## src/rtl/pc_pkg.sv

```systemverilog
// Shared types and constants for the program counter / return-address stack slice.
package pc_pkg;

    localparam int DEFAULT_ADDR_W    = 8;
    localparam int DEFAULT_RAS_DEPTH = 4;

    typedef enum logic [2:0] {
        SEL_HOLD,
        SEL_RET,
        SEL_CALL,
        SEL_BRANCH,
        SEL_INC,
        SEL_EXC
    } next_sel_t;

    // Smallest n with 2**n >= value; used to size the RAS pointer.
    function automatic int clog2(input int value);
        int result;
        result = 0;
        for (int i = 0; i < 32; i++) begin
            if ((1 << result) < value) begin
                result = result + 1;
            end
        end
        return result;
    endfunction

endpackage

```

## src/rtl/pc_ras_stack.sv

```systemverilog
// Circular LIFO of return addresses; a push while full silently overwrites the oldest entry.
module pc_ras_stack
    import pc_pkg::*;
#(
    parameter int ADDR_W = DEFAULT_ADDR_W,
    parameter int DEPTH  = DEFAULT_RAS_DEPTH
) (
    input  logic              clk,
    input  logic              rst,
    input  logic              push,
    input  logic              pop,
    input  logic [ADDR_W-1:0] push_data,
    output logic [ADDR_W-1:0] top_data,
    output logic              empty,
    output logic              full,
    output logic              overflow
);

    localparam int PTR_W = clog2(DEPTH);
    localparam int CNT_W = PTR_W + 1;

    logic [ADDR_W-1:0] mem_q [DEPTH];
    logic [PTR_W-1:0]  ptr_q;
    logic [CNT_W-1:0]  cnt_q;

    assign empty    = (cnt_q == '0);
    assign full     = (cnt_q == CNT_W'(DEPTH));
    assign overflow = push & full;
    // ptr_q is the next free slot, so the top of stack sits one below it.
    assign top_data = mem_q[ptr_q - PTR_W'(1)];

    // NOTE: sequential state uses non-blocking assignments so every register samples pre-edge values.
    always_ff @(posedge clk) begin
        if (rst) begin
            ptr_q <= '0;
            cnt_q <= '0;
        end else if (push) begin
            ptr_q <= ptr_q + PTR_W'(1);
            if (!full) begin
                cnt_q <= cnt_q + CNT_W'(1);
            end
        end else if (pop && !empty) begin
            ptr_q <= ptr_q - PTR_W'(1);
            cnt_q <= cnt_q - CNT_W'(1);
        end
    end

    // NOTE: storage is not reset; the count alone decides which entries are valid.
    always_ff @(posedge clk) begin
        if (!rst && push) begin
            mem_q[ptr_q] <= push_data;
        end
    end

endmodule

```

## src/rtl/pc_ras_unit.sv

```systemverilog
// Program counter with stall, branch, call/return and a hardware return-address stack.
// Define PC_RAS_EXC_EN to add the exception request input, EPC output and EXC_VEC parameter.
module pc_ras_unit
    import pc_pkg::*;
#(
    parameter int                ADDR_W    = DEFAULT_ADDR_W,
    parameter int                RAS_DEPTH = DEFAULT_RAS_DEPTH,
    parameter logic [ADDR_W-1:0] RESET_VEC = '0
`ifdef PC_RAS_EXC_EN
    ,
    parameter logic [ADDR_W-1:0] EXC_VEC   = '1
`endif
) (
    input  logic              clk,
    input  logic              rst,
    input  logic              stall,
    input  logic              branch,
    input  logic              call,
    input  logic              ret,
    input  logic [ADDR_W-1:0] target,
`ifdef PC_RAS_EXC_EN
    input  logic              exc_req,
    output logic [ADDR_W-1:0] epc,
`endif
    output logic [ADDR_W-1:0] pc,
    output logic              ras_empty,
    output logic              ras_full,
    output logic              ras_err
);

    logic [ADDR_W-1:0] pc_q, pc_d;
    logic [ADDR_W-1:0] pc_inc;
    logic [ADDR_W-1:0] ras_top;
    logic              ras_err_q, ras_err_d;
    logic              ras_overflow;
    logic              underflow;
    logic              push, pop;
    next_sel_t         sel;

    assign pc_inc = pc_q + ADDR_W'(1);
    assign push   = (sel == SEL_CALL);
    assign pop    = (sel == SEL_RET);

    pc_ras_stack #(
        .ADDR_W(ADDR_W),
        .DEPTH (RAS_DEPTH)
    ) u_stack (
        .clk      (clk),
        .rst      (rst),
        .push     (push),
        .pop      (pop),
        .push_data(pc_inc),
        .top_data (ras_top),
        .empty    (ras_empty),
        .full     (ras_full),
        .overflow (ras_overflow)
    );

    // NOTE: every output of a combinational block gets a default first, so no latch is inferred.
    always_comb begin
        sel       = SEL_INC;
        underflow = 1'b0;
        if (stall) begin
            sel = SEL_HOLD;
        end else if (ret) begin
            if (ras_empty) begin
                underflow = 1'b1;
            end else begin
                sel = SEL_RET;
            end
        end else if (call) begin
            sel = SEL_CALL;
        end else if (branch) begin
            sel = SEL_BRANCH;
        end
`ifdef PC_RAS_EXC_EN
        // Exceptions pre-empt stall and every control strobe.
        if (exc_req) begin
            sel       = SEL_EXC;
            underflow = 1'b0;
        end
`endif
    end

    always_comb begin
        pc_d      = pc_inc;
        ras_err_d = ras_err_q | underflow | ras_overflow;
        unique case (sel)
            SEL_HOLD:   pc_d = pc_q;
            SEL_RET:    pc_d = ras_top;
            SEL_CALL:   pc_d = target;
            SEL_BRANCH: pc_d = target;
`ifdef PC_RAS_EXC_EN
            SEL_EXC:    pc_d = EXC_VEC;
`endif
            default:    pc_d = pc_inc;
        endcase
    end

    always_ff @(posedge clk) begin
        if (rst) begin
            pc_q      <= RESET_VEC;
            ras_err_q <= 1'b0;
        end else begin
            pc_q      <= pc_d;
            ras_err_q <= ras_err_d;
        end
    end

`ifdef PC_RAS_EXC_EN
    logic [ADDR_W-1:0] epc_q;

    always_ff @(posedge clk) begin
        if (rst) begin
            epc_q <= '0;
        end else if (sel == SEL_EXC) begin
            epc_q <= pc_q;
        end
    end

    assign epc = epc_q;
`endif

    assign pc      = pc_q;
    assign ras_err = ras_err_q;

endmodule
```

## config.mk

```make
export PLATFORM = sky130hd
export DESIGN_NAME = pc_ras_unit
export DESIGN_NICKNAME = d
export VERILOG_FILES = /design/src/rtl/pc_pkg.sv /design/src/rtl/pc_ras_stack.sv /design/src/rtl/pc_ras_unit.sv
export SDC_FILE = /design/constraint.sdc
export NUM_CORES = 1
export LEC_CHECK = 0
export CORE_UTILIZATION = 50
export CTS_CLUSTER_DIAMETER = 80
export CTS_CLUSTER_SIZE = 16
export DETAILED_ROUTE_END_ITERATION = 7
export MAX_ROUTING_LAYER = met4
export PLACE_DENSITY = 0.72
export SLEW_MARGIN = 10
export SYNTH_ARGS = -nofsm -noshare
export SYNTH_HDL_FRONTEND = slang
export SYNTH_HIERARCHICAL = 1
export SYNTH_SLANG_ARGS = --single-unit
```

## constraint.sdc

```tcl
create_clock -name clk -period 2.7 [get_ports clk]
set_clock_uncertainty 0.1 [all_clocks]
set_input_delay 0.405 -clock clk [delete_from_list [all_inputs] [get_ports clk]]
set_output_delay 0.405 -clock clk [all_outputs]
set_load 0.01 [all_outputs]
```

# Word level (Yosys, flattened, before mapping)
# Memory sizes are Yosys's and may differ from the RTL's.
# Cells that the tools add are included.
dict set report word_totals {
  word_cells 43
  input_bits 14
  regBits 14
  memories 1
  mem_bits_rw 32
}
dict set report op_classes {
  n_eq_ne 5
  n_mux 16
  bitwise_logic 3
  n_reduce_logical 9
  addsub 5
}
# memory words word_bits read_ports rd_ports_with_merged_regs write_ports line
set mem_list {}
lappend mem_list {u_stack.mem_q 4 8 1 0 1 pc_ras_stack.sv:22} ;# logic [ADDR_W-1:0] mem_q [DEPTH];
# operator count
set ops {}
lappend ops {{3-bit 2-to-1 mux} 8}
lappend ops {{8-bit one-hot mux with 3 select lines} 1}
lappend ops {{8-bit by 1-bit adder with 8-bit output (second input constant)} 1}
lappend ops {{3-bit by 2-bit equality test with 1-bit output (second input constant)} 2}
lappend ops {{3-bit zero test} 2}
lappend ops {{1-bit 2-to-1 mux} 5}
lappend ops {{2-bit 2-to-1 mux} 2}
lappend ops {{3-bit by 1-bit adder with 3-bit output (second input constant)} 1}
lappend ops {{3-bit by 1-bit equality test with 1-bit output (second input constant)} 1}
lappend ops {{3-bit equality test (second input constant)} 1}
lappend ops {{3-bit by 1-bit subtractor with 3-bit output (second input constant)} 1}
lappend ops {{2-bit by 1-bit adder with 2-bit output (second input constant)} 1}
lappend ops {{1-bit logical AND} 2}
lappend ops {{1-bit zero test} 2}
lappend ops {{2-bit != test (second input constant)} 1}
lappend ops {{1-bit OR} 2}
lappend ops {{2-bit AND reduction} 1}
lappend ops {{2-bit nonzero test} 1}
lappend ops {{2-bit OR reduction} 1}
lappend ops {{2-bit by 1-bit subtractor with 2-bit output (second input constant)} 1}
lappend ops {{1-bit bitwise AND} 1}

# Logic depth before layout (Yosys ltp)
dict set report depth {
  ltp_word 8
  ltp_mapped 8
  depth_no_buf 6
}

# Hierarchy
# The synthesis kept the hierarchy.
# module area_per_inst_um2 n_inst cells_each seq_area_each_um2
set by_module_without_submodules {}
lappend by_module_without_submodules {pc_ras_stack 1552.7 1 90 1061.0}
lappend by_module_without_submodules {pc_ras_unit 663.1 1 78 180.2}

# Least setup slack after synthesis
# OpenSTA, ideal clock, no wires.
dict set report synth_timing {
  kind {input -> register}
  start {input stall}
  end {register u_stack.cnt_q[2]}
  t_arrival_ps 2159
  n_path_buf 1
  path_stages 7
  path_slack_ps 309
  cell_sequence {clkbuf_1 -> nor3b_1 -> inv_1 -> fa_1 -> or3b_1 -> o2111ai_1 -> o211ai_1}
}
dict set report synth_via {
  word_cells_on_any_way 8
  classes_between {3 x eq/ne; 2 x mux; 3 x reduce/logical}
}
# item line
set synth_rtl {}
lappend synth_rtl {{start, declared} pc_ras_unit.sv:16} ;# input logic stall,
lappend synth_rtl {{3-bit 2-to-1 mux *} pc_ras_unit.sv:63} ;# if (stall) begin
lappend synth_rtl {{3-bit by 2-bit equality test with 1-bit output *} pc_ras_unit.sv:41} ;# assign push = (sel == SEL_CALL);
lappend synth_rtl {{via push} pc_ras_unit.sv:37} ;# logic push, pop;
lappend synth_rtl {{2-bit != test (no source line) / 2-bit nonzero test (equally long branches)} --}
lappend synth_rtl {{2-bit AND reduction (no source line)} --}
lappend synth_rtl {{end signal, assigned} pc_ras_stack.sv:40} ;# cnt_q <= cnt_q + CNT_W'(1);
lappend synth_rtl {{end signal, assigned} pc_ras_stack.sv:44} ;# cnt_q <= cnt_q - CNT_W'(1);
lappend synth_rtl {{end, declared} pc_ras_stack.sv:24} ;# logic [CNT_W-1:0] cnt_q;
# The timed path passes the listed nets; every way through them passes the cells marked *.
# A chain may end at the register's enable or synchronous reset.

# Worst setup path after layout
dict set report layout_timing {
  start {input call}
  end {register u_stack.cnt_q[2]}
}
dict set report layout_via {
  word_cells_on_any_way 10
  classes_between {3 x eq/ne; 4 x mux; 3 x reduce/logical}
}
# item line
set layout_rtl {}
lappend layout_rtl {{start, declared} pc_ras_unit.sv:18} ;# input logic call,
lappend layout_rtl {{3-bit 2-to-1 mux *} pc_ras_unit.sv:71} ;# end else if (call) begin
lappend layout_rtl {{3-bit 2-to-1 mux *} pc_ras_unit.sv:65} ;# end else if (ret) begin
lappend layout_rtl {{3-bit 2-to-1 mux *} pc_ras_unit.sv:63}
lappend layout_rtl {{3-bit by 2-bit equality test with 1-bit output *} pc_ras_unit.sv:41}
lappend layout_rtl {{via push} pc_ras_unit.sv:37}
lappend layout_rtl {{2-bit != test (no source line) / 2-bit nonzero test (equally long branches)} --}
lappend layout_rtl {{2-bit AND reduction (no source line)} --}
# Marks and branches as above.

==> summary.txt <==
Outcome
  • Status: complete, no violations

Final layout
  • Filler cell count: approximately 310
  • Design area: 2560 um2
  • Area of the multi-input gates: 871 um2
  • Antenna Cells: 0
  • Seq. cell area: 1240 um2
  • Area grow syn2layout: 15.8%
  • Share of layout cells above drive strength 1: 14.3%
  • Nets: between 200 and 250

Floorplan
  • Die width: around 70 um
  • Rows: 23
  • Die area: 4700 um2
  • Core Area: 4120 um2
  • Vert. Die Dim: 68.6 um
  • Initial Utilization: 53.8%
  • Ports: 25

Timing
  • Sum Neg Setup Slack: 0 ns
  • Rel. slew slack: 67.7%
  • Fin crit period: 2.34 ns
  • Final Cycle Share: 86.7%
  • Fin Hold WS: 0.391 ns
  • Worst Tran Pin Value: 0.482 ns
  • Max Clk Rate: around 430 MHz
  • Final hold violation count: 0
  • Final Slew Violations: 0
  • RSZ-0062 raised after global routing: false
  • Final setup fails: 0

Critical path
  • Critical Path Slowest Stage Cell: clkdlybuf4s50_1
  • R2R Setup Slk: approximately 0.52 ns
  • WS Path Type: in2reg
  • Reg2Reg Depth: 6
  • Reg2reg start: u_stack/ptr_q[1]
  • Crit-path max cell delay: 0.49 ns
  • Critical-path cell list: clkdlybuf4s50_1 -> nor3b_1 -> inv_1 -> fa_1 -> or3b_1 -> o2111ai_1 -> o211ai_1
  • Worst R2R End: pc[7]
  • CP arrival: approximately 2.4 ns
  • Buf/Inv on CP: 2
  • Startpoint class of the critical path: input pin
  • Kind of cell adding the most delay to the critical path: simple AND/OR/NAND/NOR gates
  • CP Data Required Time: ~2.8 ns
  • Type of destination of the critical path: flip-flop
  • CP max FO: 4

Drt
  • DR iter-0 viols: 156
  • Total wire length: 4600 um
  • Drc violations: 0
  • Routed vias/inst: 6.09
  • First-pass detailed-route iteration total: 4
  • Antenna viol nets, final: 0
  • Drt wl/cell: 18.7 um
  • Via count: 1497

Logic synthesis
  • Sequential fraction of the synthesis area: roughly 56%
  • Top-count cell post-synth: edfxtp_1
  • Primary FF master, synth: edfxtp_1
  • Distinct cells, synth: 49
  • Post-synth top area share: between 40% and 50%
  • Synth Register Bits: 46
  • Syn Inst Count: between 150 and 200
  • Ys async rst share: 0%
  • Mux share of post-synthesis cell area: around 8.6%
  • Synth Area in Adders: between 3 and 4%
  • Combinational family with the most area after synthesis: simple AND/OR/NAND/NOR gates
  • Synthesized area: 2220 um2
  • Xor/xnor cell area share of the yosys netlist: 2.37%
  • Area fraction in and, or, nand and nor cells after synthesis: about 12%
  • Mean Syn Cell Area: 13.2 um2
  • Commonest cells in the netlist: edfxtp_1 (32), dfxtp_1 (14), nand2_1 (10), and3_1 (8), mux4_2 (8)
  • Yosys warnings: 6
  • Ranking of synthesized cells by area: edfxtp_1 (43%), dfxtp_1 (13%), mux4_2 (8.1%)
  • Syn nets: 188
  • Cell taking the most area after synthesis: edfxtp_1
  • Number of synthesized flops with an enable pin: 32
  • Compound-Gate Fraction of Synth Area: 12.1%

Clock network
  • H-tree levels: 2
  • CTS Sinks: 46
  • CTS hold repair buffers: 0
  • Clock Latency Late Sink: 0.30 ns
  • Max clock buf depth: 2
  • PostCTS Resize Cnt: 0
  • CTS tree: built
  • Num CTS Buffers: 5
  • Post-CTS Setup Bufs: 0
  • CTS root buffer: clkbuf_8
  • Reg clk slew, reported paths: approximately 0.090 ns

Job
  • Max-cap viol count: 0

Placed design
  • Placed wire-length estimate: 3200 um
  • Placed cell areas: between 2000 and 2500 um2
  • Port Buf Inserts: 24
  • Gp weighted congestion: 0.869

Hold path
  • HP Class: reg2reg
  • Hold path depth: 2
  • Beginning of the worst hold path: ras_err
  • WHS Endpoint: ras_err

GRT
  • Largest net degree at the start of global routing: 15
  • Initial antenna violation count: 0
  • First-pass GRT wire length: 7360 um
  • Vias in the first global route: 1501
  • GRT overflow: 0
  • GRT Overall Usage: 23.5%

Pwr
  • P_leak: 0.871 nW
  • P per Cell Area: 533 nW/um2
  • Peak supply drop: slightly above 0.4 mV
flip-flops by register name (all words and copies together), names as in the netlist:
signal         count
u_stack/mem_q     32
pc                 8
u_stack/cnt_q      3
u_stack/ptr_q      2
ras_err            1
cell type report:
type / count / share of cell area (%)
tap: 50 / 2.44
sequential: 46 / 48.4
timing repair buffer: 28 / 10.5
clock buffer: 6 / 2.83
clock inverter: 2 / 0.537
inverter: 9 / 1.32
multi-input combinational: 105 / 34.0
cells in the final DEF, fill, tap and decap left out, types with 4 or more instances in the layout:
| master | instances |
|---|---|
| a21oi_1 | 6 |
| a221oi_1 | 7 |
| and3_1 | 8 |
| buf_4 | 4 |
| clkbuf_8 | 5 |
| clkdlybuf4s50_1 | 24 |
| dfxtp_1 | 14 |
| edfxtp_1 | 32 |
| ha_1 | 5 |
| inv_1 | 7 |
| mux4_2 | 8 |
| nand2_1 | 10 |
| nand3_1 | 5 |
| nor2_1 | 6 |
| nor3_1 | 7 |
| o21ai_0 | 6 |
| xnor2_1 | 4 |
worst max-delay path by stage:
stage / depth (start not counted) / endpoint / start / slack, ns
6_report: 7 / u_stack/cnt_q[2] / call / 0.36
5_1_grt: 7 / u_stack/cnt_q[2] / call / 0.24
2_1_floorplan: 7 / u_stack/cnt_q[2] / stall / 0.31
3_5_place_dp: 7 / u_stack/cnt_q[2] / call / 0.05
4_1_cts: 7 / u_stack/cnt_q[2] / call / 0.37
3_3_place_gp: 7 / u_stack/cnt_q[2] / call / 0.09
metal layers:
layer  track usage [%]  vias to the layer above  part of all wire, %
met5                 -                        -                    0
met4              9.11                        0                  1.4
met3              4.61                        8                  5.3
met2              36.0                       54                   47
met1              30.9                      736                   46
li1                  -                      699                    -
tightest hold or removal path, stage by stage (launching register included):
cell,delay (ns)
dfxtp_1,0.34
a311oi_1,0.05
nor2_1,0.07
report_power, final:
| part | switching [mW] | internal, mW | leakage, nW |
|---|---|---|---|
| Sequential | 0.0183 | 0.773 | 0.408 |
| Combinational | 0.0805 | 0.0791 | 0.418 |
| Clock | 0.233 | 0.183 | 0.0452 |
| Total | 0.332 | 1.04 | 0.871 |
kinds of logic after synthesis:
group                      Yosys count
DFF                                 46
AOI/OAI and AO/OA                   35
and+or+nand+nor                     49
buffers and inverters               17
adders and majority gates            6
xor gates and xnor gates             6
muxes                                9
per-stage QoR:
stage               power, mW  std cells  worst slack (ns)  util (%)
detailed placement      0.966        238            0.0537      60.2
floorplan               0.896        168             0.309         -
finish                   1.37        246             0.358      62.3
global route             1.42        246             0.236      62.3
CTS                      1.37        246             0.367      62.3
global placement        0.959        238            0.0900      60.2
Power figures use the tool's default switching activity.
